<file path="config.mk">
export PLATFORM = sky130hd
export DESIGN_NAME = mem_wb_stage
export DESIGN_NICKNAME = d
export VERILOG_FILES = /design/src/rtl/mem_wb_stage.sv
export SDC_FILE = /design/constraint.sdc
export NUM_CORES = 1
export LEC_CHECK = 0
export BUFFER_PORTS_ARGS = -buffer_cell sky130_fd_sc_hd__buf_2
export CORE_MARGIN = 1
export CORE_UTILIZATION = 46
export CTS_CLUSTER_SIZE = 16
export DETAILED_ROUTE_END_ITERATION = 8
export GPL_ROUTABILITY_DRIVEN = 0
export GPL_TIMING_DRIVEN = 0
export HOLD_SLACK_MARGIN = 0.12
export PLACE_DENSITY = 0.75
export RECOVER_POWER = 25
export SLEW_MARGIN = 20
export SYNTH_ARGS = -nofsm -noshare
export SYNTH_HDL_FRONTEND = slang
export SYNTH_SLANG_ARGS = --single-unit
</file>
<file path="constraint.sdc">
create_clock -name clk -period 5.2 [get_ports clk]
set_clock_uncertainty 0.15 [all_clocks]
set_input_delay 0.52 -clock clk [delete_from_list [all_inputs] [get_ports clk]]
set_output_delay 0.52 -clock clk [all_outputs]
set_load 0.05 [all_outputs]
</file>
<file path="src/rtl/mem_wb_stage.sv">
// MEM/WB pipeline register with big-endian load alignment and write-back.
// Optional retire counter: define MEM_WB_RETIRE_CNT_EN.
//
// Ports:
//   clk, reset        : clock, async active-high reset
//   stall, flush      : hold all state / clear valid (flush wins)
//   mem_*             : results from the memory stage
//   wb_reg_write      : register-file write enable (never for r0)
//   wb_write_reg      : register-file write address
//   wb_write_data     : aligned/extended write data (0 when not valid)
//   wb_valid          : registered valid bit
//   load_misaligned   : misaligned load held in the WB slot
//   retire_count      : (MEM_WB_RETIRE_CNT_EN only) retired instruction count
module mem_wb_stage #(
  parameter int DATA_W = 32,
  parameter int REG_AW = 5
) (
  input  logic              clk,
  input  logic              reset,
  input  logic              stall,
  input  logic              flush,
  input  logic              mem_valid,
  input  logic              mem_reg_write,
  input  logic              mem_to_reg,
  input  logic [2:0]        mem_load_type,
  input  logic [REG_AW-1:0] mem_write_reg,
  input  logic [DATA_W-1:0] mem_alu_result,
  input  logic [DATA_W-1:0] mem_read_data,
  output logic              wb_reg_write,
  output logic [REG_AW-1:0] wb_write_reg,
  output logic [DATA_W-1:0] wb_write_data,
  output logic              wb_valid,
`ifdef MEM_WB_RETIRE_CNT_EN
  output logic [31:0]       retire_count,
`endif
  output logic              load_misaligned
);

  localparam logic [2:0] LT_LB  = 3'b001;
  localparam logic [2:0] LT_LBU = 3'b010;
  localparam logic [2:0] LT_LH  = 3'b011;
  localparam logic [2:0] LT_LHU = 3'b100;

  logic              valid_q, valid_d;
  logic              reg_write_q, reg_write_d;
  logic              to_reg_q, to_reg_d;
  logic [2:0]        load_type_q, load_type_d;
  logic [REG_AW-1:0] write_reg_q, write_reg_d;
  logic [DATA_W-1:0] alu_q, alu_d;
  logic [DATA_W-1:0] read_q, read_d;

  // Next-state: flush clears only valid, stall holds everything.
  always_comb begin
    valid_d     = valid_q;
    reg_write_d = reg_write_q;
    to_reg_d    = to_reg_q;
    load_type_d = load_type_q;
    write_reg_d = write_reg_q;
    alu_d       = alu_q;
    read_d      = read_q;
    if (flush) begin
      valid_d = 1'b0;
    end else if (!stall) begin
      valid_d     = mem_valid;
      reg_write_d = mem_reg_write;
      to_reg_d    = mem_to_reg;
      load_type_d = mem_load_type;
      write_reg_d = mem_write_reg;
      alu_d       = mem_alu_result;
      read_d      = mem_read_data;
    end
  end

  always_ff @(posedge clk or posedge reset) begin
    if (reset) begin
      valid_q     <= 1'b0;
      reg_write_q <= 1'b0;
      to_reg_q    <= 1'b0;
      load_type_q <= '0;
      write_reg_q <= '0;
      alu_q       <= '0;
      read_q      <= '0;
    end else begin
      valid_q     <= valid_d;
      reg_write_q <= reg_write_d;
      to_reg_q    <= to_reg_d;
      load_type_q <= load_type_d;
      write_reg_q <= write_reg_d;
      alu_q       <= alu_d;
      read_q      <= read_d;
    end
  end

  logic [1:0]        off;
  logic              is_b, is_h, is_sgn;
  logic [7:0]        byte_sel;
  logic [15:0]       half_sel;
  logic [DATA_W-1:0] ld_data;
  logic              misaligned;

  always_comb begin
    off    = alu_q[1:0];
    is_b   = (load_type_q == LT_LB) | (load_type_q == LT_LBU);
    is_h   = (load_type_q == LT_LH) | (load_type_q == LT_LHU);
    is_sgn = (load_type_q == LT_LB) | (load_type_q == LT_LH);
    // Big-endian: offset 0 is the most significant byte.
    unique case (off)
      2'd0:    byte_sel = read_q[31:24];
      2'd1:    byte_sel = read_q[23:16];
      2'd2:    byte_sel = read_q[15:8];
      default: byte_sel = read_q[7:0];
    endcase
    // Odd halfword offsets are flagged misaligned; off[1] picks the half.
    half_sel = off[1] ? read_q[15:0] : read_q[31:16];
    unique case (1'b1)
      is_b:    ld_data = {{(DATA_W-8){is_sgn & byte_sel[7]}}, byte_sel};
      is_h:    ld_data = {{(DATA_W-16){is_sgn & half_sel[15]}}, half_sel};
      default: ld_data = read_q;
    endcase
    misaligned = valid_q & to_reg_q &
                 ((~is_b & ~is_h & (off != 2'd0)) | (is_h & off[0]));
  end

  assign wb_valid        = valid_q;
  assign wb_write_reg    = write_reg_q;
  assign load_misaligned = misaligned;
  assign wb_reg_write    = valid_q & reg_write_q &
                           (write_reg_q != '0) & ~misaligned;
  assign wb_write_data   = valid_q ? (to_reg_q ? ld_data : alu_q) : '0;

`ifdef MEM_WB_RETIRE_CNT_EN
  logic [31:0] cnt_q, cnt_d;

  // A retirement is a valid, non-misaligned instruction leaving WB.
  always_comb begin
    cnt_d = cnt_q;
    if (valid_q & ~misaligned & ~stall) cnt_d = cnt_q + 32'd1;
  end

  always_ff @(posedge clk or posedge reset) begin
    if (reset) cnt_q <= '0;
    else       cnt_q <= cnt_d;
  end

  assign retire_count = cnt_q;
`endif

endmodule

</file>
# Yosys cells after proc, flatten, opt, wreduce, memory -nomap -nowiden
# Index checks and enable logic that the tools add are counted.
# W data, S select, Z words.
# totals
ff_bits,75
word_cells,44
out_inout_bits,40
input_bits,79
# classes
n_mux,7
reduce_logical,4
eq_ne,7
n_bitwise,19
# op_table
operator,count
$mux W32,2
$pmux W32 S2,1
$pmux W8 S3,1
$mux W16,1
$and A1 B1 Y1,10
$eq A3 B2 Y1 const B,2
$not A1 Y1,5
$reduce_bool A5 Y1,1
$or A1 B1 Y1,4
$eq A3 B1 Y1 const B,1
$eq A3 B3 Y1 const B,1
$eq A2 B1 Y1 const B,1
$eq A2 B2 Y1 const B,1
$logic_not A2 Y1,1
$mux W1,2
$ne A2 B1 Y1 const B,1
$reduce_and A2 Y1,1
$reduce_bool A2 Y1,1

# Depth between registers and ports, before layout
# Gate-level depths: netlist of the first run.
# depth
word_depth,9
ltp_mapped,7
depth_no_buf,4

# Least setup slack after synthesis of the first run
# OpenSTA, ideal clock, no wires.
# synth_timing
path_kind,register to output
from,reg valid_q (netlist: wb_valid)
to,out wb_reg_write
setup_slack_ns,1.667
path_stages_with_launch,5
t_required_ns,4.530
n_path_buf,1
t_arrival_ns,2.863
path_cell_list,dfrtp_1 buf_2 nand2_1 a211oi_1 nor2_1
# synth_via
elab_chain_cells,4
word_cells_on_any_way,6
cone_classes,6 x bitwise
# synth_rtl
element,line,text
"start, declared",44,"logic valid_q, valid_d;"
"start signal, assigned",84,valid_q <= valid_d;
$and A1 B1 Y1 (2 in series),120,misaligned = valid_q & to_reg_q &
via load_misaligned,36,output logic load_misaligned
$not A1 Y1,128,(write_reg_q != '0) & ~misaligned;
$and A1 B1 Y1,128,
"end, declared",29,"output logic wb_reg_write,"
# The timed path passes the listed nets, and every way through them passes these cells.

# Worst setup path in the final report of the first run
# layout_timing
from,reg valid_q (netlist: wb_valid)
to,out wb_write_data[14]
# layout_via
elab_chain_cells,1
# layout_rtl
element,line,text
$mux W32,129,assign wb_write_data = valid_q ? (to_reg_q ? ld_data : alu_q) : '0;
"end, declared",31,"output logic [DATA_W-1:0] wb_write_data,"
# Every way passes these cells.

==> impl_results.md, run 1 <==
- Status: finished, violations left
- Failing checks: capacitance limit, slew limit
- DIE AREA: ~9000 um2
- First-pass GRT wire length: 17.2 mm
- Post-synthesis adder-cell area fraction: 0
- First-iteration detailed-routing DRC count: roughly 290
- CP Launch Type: flop
- Share of cells above drive strength 1: 0.468
- Clock Tree Buf Depth: 2
- Remaining DRCs: 0
- Max-slew violations: 36
- Avg Inst Size Synth: roughly 11 um2
- Ys flop type: dfrtp_1
- Synth Area in Compound Gates: 0.145
- Clock Tree Root: clkbuf_8
- Synth Cell Area: 4010 um2
- Worst EP required: roughly 4.5 ns
- Area grow syn2layout: 24.1%
- Most frequent cells in the layout: buf_2 (124), dfrtp_1 (75), mux2_2 (68)
- Worst-path clk slew: 0.08 ns
- Initial antenna violation count: 0
- Largest net degree at the start of global routing: a little over 40
- Grt ovf: 0
- Final count of hold timing violations: 0
- Die height: 95.4 um
- Fin Hold WS: 0.178 ns
- Mux cell area share after synthesis: 0.246
- Worst Tran Pin Value: 1.60 ns
- Arr. time, crit path: 2.64 ns
- Post-synth EDFFs: 0
- Core Box Area: 8340 um2
- Maximum VDD drop: 0.162 mV
- Largest family of logic cells by synthesized area: multiplexers
- Final core utilization: 0.597
- CTS tree: yes
- Sum Neg Setup Slack: 0 ns
- Fraction of registers with async set/reset: 1.00
- Number of max-cap violations: 1
- Max Fclk: 302 MHz
- WL per Instance: 17.5 um
- CP max FO: 10
- Ant. Diodes: 0
- Layout Nets: 568
- Post-synthesis net count: approximately 440
- Leakage: 2.23 nW
- DRT Pass-1 Iters: 7
- Postcts setup bufs: 0
- Port Buffers: 118
- Total number of vias: 3,349
- Worst Hold Class: in2reg
- Unrepaired setup endpoints after global routing: false
- Hold_buf cts: 1
- H-tree Lvls: 3
- Yosys synthesis warning count: 0
- Ports: 119
- Setup violators final: 0
- Final period utilization: 0.637
- DR vias/cell: about 5.6
- Clk_lat worst skew: 0.34 ns
- Total GRT Usage: 0.252
- # rows: 33
- Die width: 95.4 um
- Vias in the first global route: 3,389
- Min cycle time layout: 3.31 ns
- Flops & latches, synth: 75
- Commonest non-fill, non-tap cell in the layout: buf_2
- Initial core utilization: 0.481
- Relative slew slack: -0.0722
- Unique masters post-synth: 43
- Simple-gate portion of the synthesized area: 0.0932
- Setup ws final: 1.89 ns
- DRT Wirelength: ~10 mm
- Post-Synth XOR/XNOR Area: 0.00842
- Critical path class: reg2out
- Number of cells produced by synthesis: 358
- Placed wire-length estimate: 8.03 mm
- Dpl ws: 2.46 ns
- CTS Buf Count: 9
- Sequential area share after synthesis: 0.468
- Antenna Nets Post-Route: 0
- Pwr dens: 346 nW/um2
- PostCTS Resize Cnt: 0
- Num Clock Sinks: 75
- Critical Path Sink Type: primary output
## per-stage QoR
step | instance area [um2] | std cells | total power (W)
5_1_grt | 4980 | 599 | 0.00181
3_5_place_dp | 4760 | 582 | 0.00125
4_1_cts | 4980 | 599 | 0.00173
3_3_place_gp | 4730 | 581 | 0.00123
6_report | 4980 | 599 | 0.00172
2_1_floorplan | 4010 | 358 | 0.00111
## layout make-up
cell class                 count  area [um2]
clock inverter                 5        77.6
buffer                        26         125
timing repair buffer         120         621
sequential                    75        1880
multi-input combinational    248        1980
inverter                       9        35.0
fill                         738        3360
tap                          105         131
clock buffer                  11         131
## cells in the mapped netlist (all sizes together) (2+ instances only)
| master | instances | area, um2 |
|---|---|---|
| o211ai | 9 | 67.6 |
| nand2b | 5 | 31.3 |
| o21ai | 30 | 161 |
| a221o | 7 | 70.1 |
| nor2b | 4 | 25.0 |
| nor2 | 21 | 78.8 |
| xor2 | 2 | 17.5 |
| o22ai | 5 | 31.3 |
| nand3 | 2 | 10.0 |
| mux2 | 68 | 766 |
| mux2i | 4 | 40.0 |
| a21o | 2 | 15.0 |
| o21a | 2 | 15.0 |
| dfrtp | 75 | 1880 |
| nand2 | 40 | 150 |
| nor3b | 2 | 26.3 |
| mux4 | 8 | 180 |
| and2 | 2 | 12.5 |
| a21oi | 16 | 80.1 |
| buf | 10 | 65.1 |
| clkbuf | 16 | 61.3 |
| a311oi | 6 | 83.8 |
| o311ai | 2 | 17.5 |
| inv | 9 | 33.8 |
## where the power goes
part / switching, W / internal (W)
registers: 0.0000729 / 0.000668
logic: 0.000295 / 0.000208
clock network: 0.000211 / 0.000269
## per-layer routing
layer  up-vias  share of wire  GRT usage
met5         -              0          0
met4         0          0.011     0.0585
met3        15          0.080     0.0566
met2       166           0.47      0.403
met1      1607           0.44      0.350
li1       1561              -          -
## cell families (layout without fill, tap and decap cells)
group | count (synthesis) | in the layout
AO/OA/AOI/OAI | 84 | 84
AND/OR/NAND/NOR | 81 | 81
multiplexers | 80 | 80
flip-flops | 75 | 75
buffers and inverters | 35 | 171
XOR/XNOR | 3 | 3
## final timing paths
| check | cells after the start | endpoint | slack, ns | startpoint |
|---|---|---|---|---|
| setup / recovery | 6 | wb_write_data[14] | 1.89 | wb_valid |
| hold / removal | 2 | wb_valid | 0.18 | flush |
| setup reg to reg | 4 | alu_q[1] | 3.72 | alu_q[1] |
| hold reg to reg | 1 | alu_q[18] | 0.36 | alu_q[18] |
| max in group asynchronous | 4 | read_q[14] | 3.13 | reset |
| min in group asynchronous | 3 | alu_q[0] | 0.94 | reset |
## worst max-delay path, stage by stage (launching register included)
cell	delay (ns)
dfrtp_1	0.34
clkbuf_1	0.33
inv_1	0.24
nor2_1	0.41
clkbuf_1	0.43
a221o_1	0.26
buf_2	0.27
(Power assumes the default switching activity.)
==> run 2: changes to the inputs <==
--- a/config.mk
+++ b/config.mk
@@ -13,7 +13,7 @@
 export GPL_ROUTABILITY_DRIVEN = 0
 export GPL_TIMING_DRIVEN = 0
 export HOLD_SLACK_MARGIN = 0.12
-export PLACE_DENSITY = 0.75
+export PLACE_DENSITY = 0.78
 export RECOVER_POWER = 25
 export SLEW_MARGIN = 20
 export SYNTH_ARGS = -nofsm -noshare
==> constraint.sdc (replaced) <==
create_clock -name clk -period 2.9 [get_ports clk]
set_clock_uncertainty 0.15 [all_clocks]
set_input_delay 0.29 -clock clk [delete_from_list [all_inputs] [get_ports clk]]
set_output_delay 0.29 -clock clk [all_outputs]
set_load 0.05 [all_outputs]
==> run 2 against run 1 <==
The run still ends with capacitance limit, slew limit left. Wire length is 16% higher. Non-clock buffer count is 78 higher. Sequential power is 79% higher. Critical path depth is 1 lower. Worst setup slack worse by 1.8 ns. Critical endpoint is now wb_write_data[5]. Largest cell class unchanged.
==> impl_results.md, run 2 (synthesis gave the netlist of run 1 again) <==
- Ports: 119 (unchanged)
- Min cycle time layout: 2.78 ns
- Net switching power: 0.00109 W (was 0.000579 W)
- Fillers: 652 (was 738)
- CTS tree: yes (unchanged)
- DRT Pass-1 Iters: 4 (was 7)
- Layout Nets: 646 (was 568)
- Total Power: 0.00324 W (was 0.00172 W)
- Area grow syn2layout: 44.7% (was 24.1%)
- Dpl cells: 582 (unchanged)
- Most frequent cells in the layout: buf_2 (124), dlygate4sd3_1 (77), dfrtp_1 (75) (was buf_2 (124), dfrtp_1 (75), mux2_2 (68))
- Most frequent CP cell: clkbuf_1 (unchanged)
- Remaining DRCs: 0 (unchanged)
- Unrepaired setup endpoints after global routing: false (unchanged)
- Dpl ws: 0.344 ns (was 2.46 ns)
- Pwr dens: 558 nW/um2 (was 346 nW/um2)
- Total number of vias: 3,695 (was 3,349)
- Failing checks: capacitance limit, slew limit (unchanged)
- Vias in the first global route: 3,867 (was 3,389)
- DRT Wirelength: 12.1 mm (was 10.5 mm)
- Maximum VDD drop: 0.339 mV (was 0.162 mV)
- Total GRT Usage: 0.287 (was 0.252)
- Worst-path clk slew: 0.07 ns (was 0.08 ns)
- Power share of the clock group: 0.276 (was 0.278)
- CTS Buf Count: 9 (unchanged)
- Seq pwr share: 0.412 (was 0.430)
- Clock Tree Root: clkbuf_8 (unchanged)
- Antenna Nets Post-Route: 0 (unchanged)
- Final count of hold timing violations: 0 (unchanged)
- Relative slew slack: -0.100 (was -0.0722)
- Critical path class: reg2out (unchanged)
- Setup violators final: 0 (unchanged)
- Grt ovf: 0 (unchanged)
- Fin Hold WS: 0.365 ns (was 0.178 ns)
- Port Buffers: 118 (unchanged)
- Critical Path Sink Type: primary output (unchanged)
- Die height: 95.4 um (unchanged)
- Share of cells above drive strength 1: 0.420 (was 0.468)
- DR vias/cell: 5.47 (was 5.59)
- First-iteration detailed-routing DRC count: 150 (was 292)
- Status: finished, violations left (unchanged)
- Commonest non-fill, non-tap cell in the layout: buf_2 (unchanged)
- Core Box Area: 8340 um2 (unchanged)
- Initial core utilization: 0.481 (unchanged)
- Worst EP required: 2.46 ns (was 4.53 ns)
- Num Clock Sinks: 75 (unchanged)
- CP Launch Type: flop (unchanged)
- Combinational power share: 0.312 (was 0.292)
- Slowest CP cell: dfrtp_1 (was clkbuf_1)
- Die width: 95.4 um (unchanged)
- Power Internal: 0.00215 W (was 0.00114 W)
- CP max FO: 10 (unchanged)
- Ant. Diodes: 0 (unchanged)
- Max Fclk: approximately 360 MHz
- Arr. time, crit path: 2.34 ns (was 2.64 ns)
- Final period utilization: 0.957
- Crit path cell chain: clkbuf_1, clkbuf_1, o22ai_1, a311oi_2, buf_2 (was clkbuf_1, inv_1, nor2_1, clkbuf_1, a221o_1, buf_2)
- First-pass GRT wire length: 19.4 mm (was 17.2 mm)
- Largest net degree at the start of global routing: 41 (unchanged)
- Worst Tran Pin Value: 1.64 ns (was 1.60 ns)
- Clk_lat worst skew: 0.35 ns (was 0.34 ns)
- Leakage: 2.57 nW (was 2.23 nW)
- Worst Hold Class: reg2reg (was in2reg)
- Initial antenna violation count: 0 (unchanged)
- H-tree Lvls: 3 (unchanged)
- Placed wire-length estimate: 8.25 mm (was 8.03 mm)
- Non-Filler Instances: 676 (was 599)
- Clock Tree Buf Depth: 2 (unchanged)
- Setup ws final: 0.124 ns (was 1.89 ns)
- Number of max-cap violations: 1 (unchanged)
- Switch share: 0.336 (about the same)
- DIE AREA: 9100 um2 (unchanged)
- Max-slew violations: 36 (unchanged)
- # rows: 33 (unchanged)
- WL per Instance: 17.9 um (was 17.5 um)
- Final core utilization: 0.696 (was 0.597)
- Crit-path max cell delay: 0.42 ns (was 0.43 ns)
## run 2: worst max-delay path, delay by kind of cell, from the launching register on
family,cells,cell delay [ns]
AO/OA/AOI/OAI,2,0.47
buffers and inverters,3,1.09
flip-flops,1,0.42
## run 2: path summary, 6_finish.rpt
check	end	slack (ns)	cells past startpoint	from
setup / recovery	wb_write_data[5]	0.12	5	to_reg_q
hold / removal	alu_q[7]	0.37	1	alu_q[7]
setup reg to reg	wb_valid	1.30	4	wb_valid
hold reg to reg	alu_q[7]	0.37	1	alu_q[7]
max in group asynchronous	read_q[16]	1.05	4	reset
min in group asynchronous	load_type_q[0]	0.72	3	reset
## run 2: layout make-up
type	count	area [um2]	area share
multi-input cells	248	2020	0.348
flip-flops and latches	75	1880	0.323
repair buffers	198	1400	0.241
clock buffers	11	141	0.0244
well taps	105	131	0.0226
plain buffers	26	129	0.0222
clock inverters	4	75.1	0.0129
inverters	9	35.0	0.00603
## run 2: power by group through the flow
stage / Sequential [W] / Combinational [W] / Clock, W
after floorplan: 0.00133 / 0.000651 / 0
after global placement: 0.00134 / 0.000872 / 0
after detailed placement: 0.00135 / 0.000901 / 0
after CTS: 0.00133 / 0.000985 / 0.000904
after global routing: 0.00135 / 0.00109 / 0.000940
final: 0.00133 / 0.00101 / 0.000894
## run 2: through the flow
step	area [um2]	TNS, ns
finish	5810	0
global route	5810	0
CTS	5770	0
detailed placement	4770	0
global placement	4740	-21.52
floorplan	4020	-2.28
## run 2: layer usage
metal  routed length [um]  global-route usage  up-vias
met5                    0                   0        -
met4                  219              0.0995        0
met3                  813              0.0606       20
met2                 6090               0.501      156
met1                 5000               0.352     1793
li1                     -                   -     1726
## run 2: timing repair
item / in CTS / in global routing
hold buffers: 77 / 0
endpoints found under the hold margin: 110 / 0
pin swaps: 0 / 2
setup buffers: 0 / 2
gates resized for setup: 2 / 8
setup endpoints to repair: 9 / 26
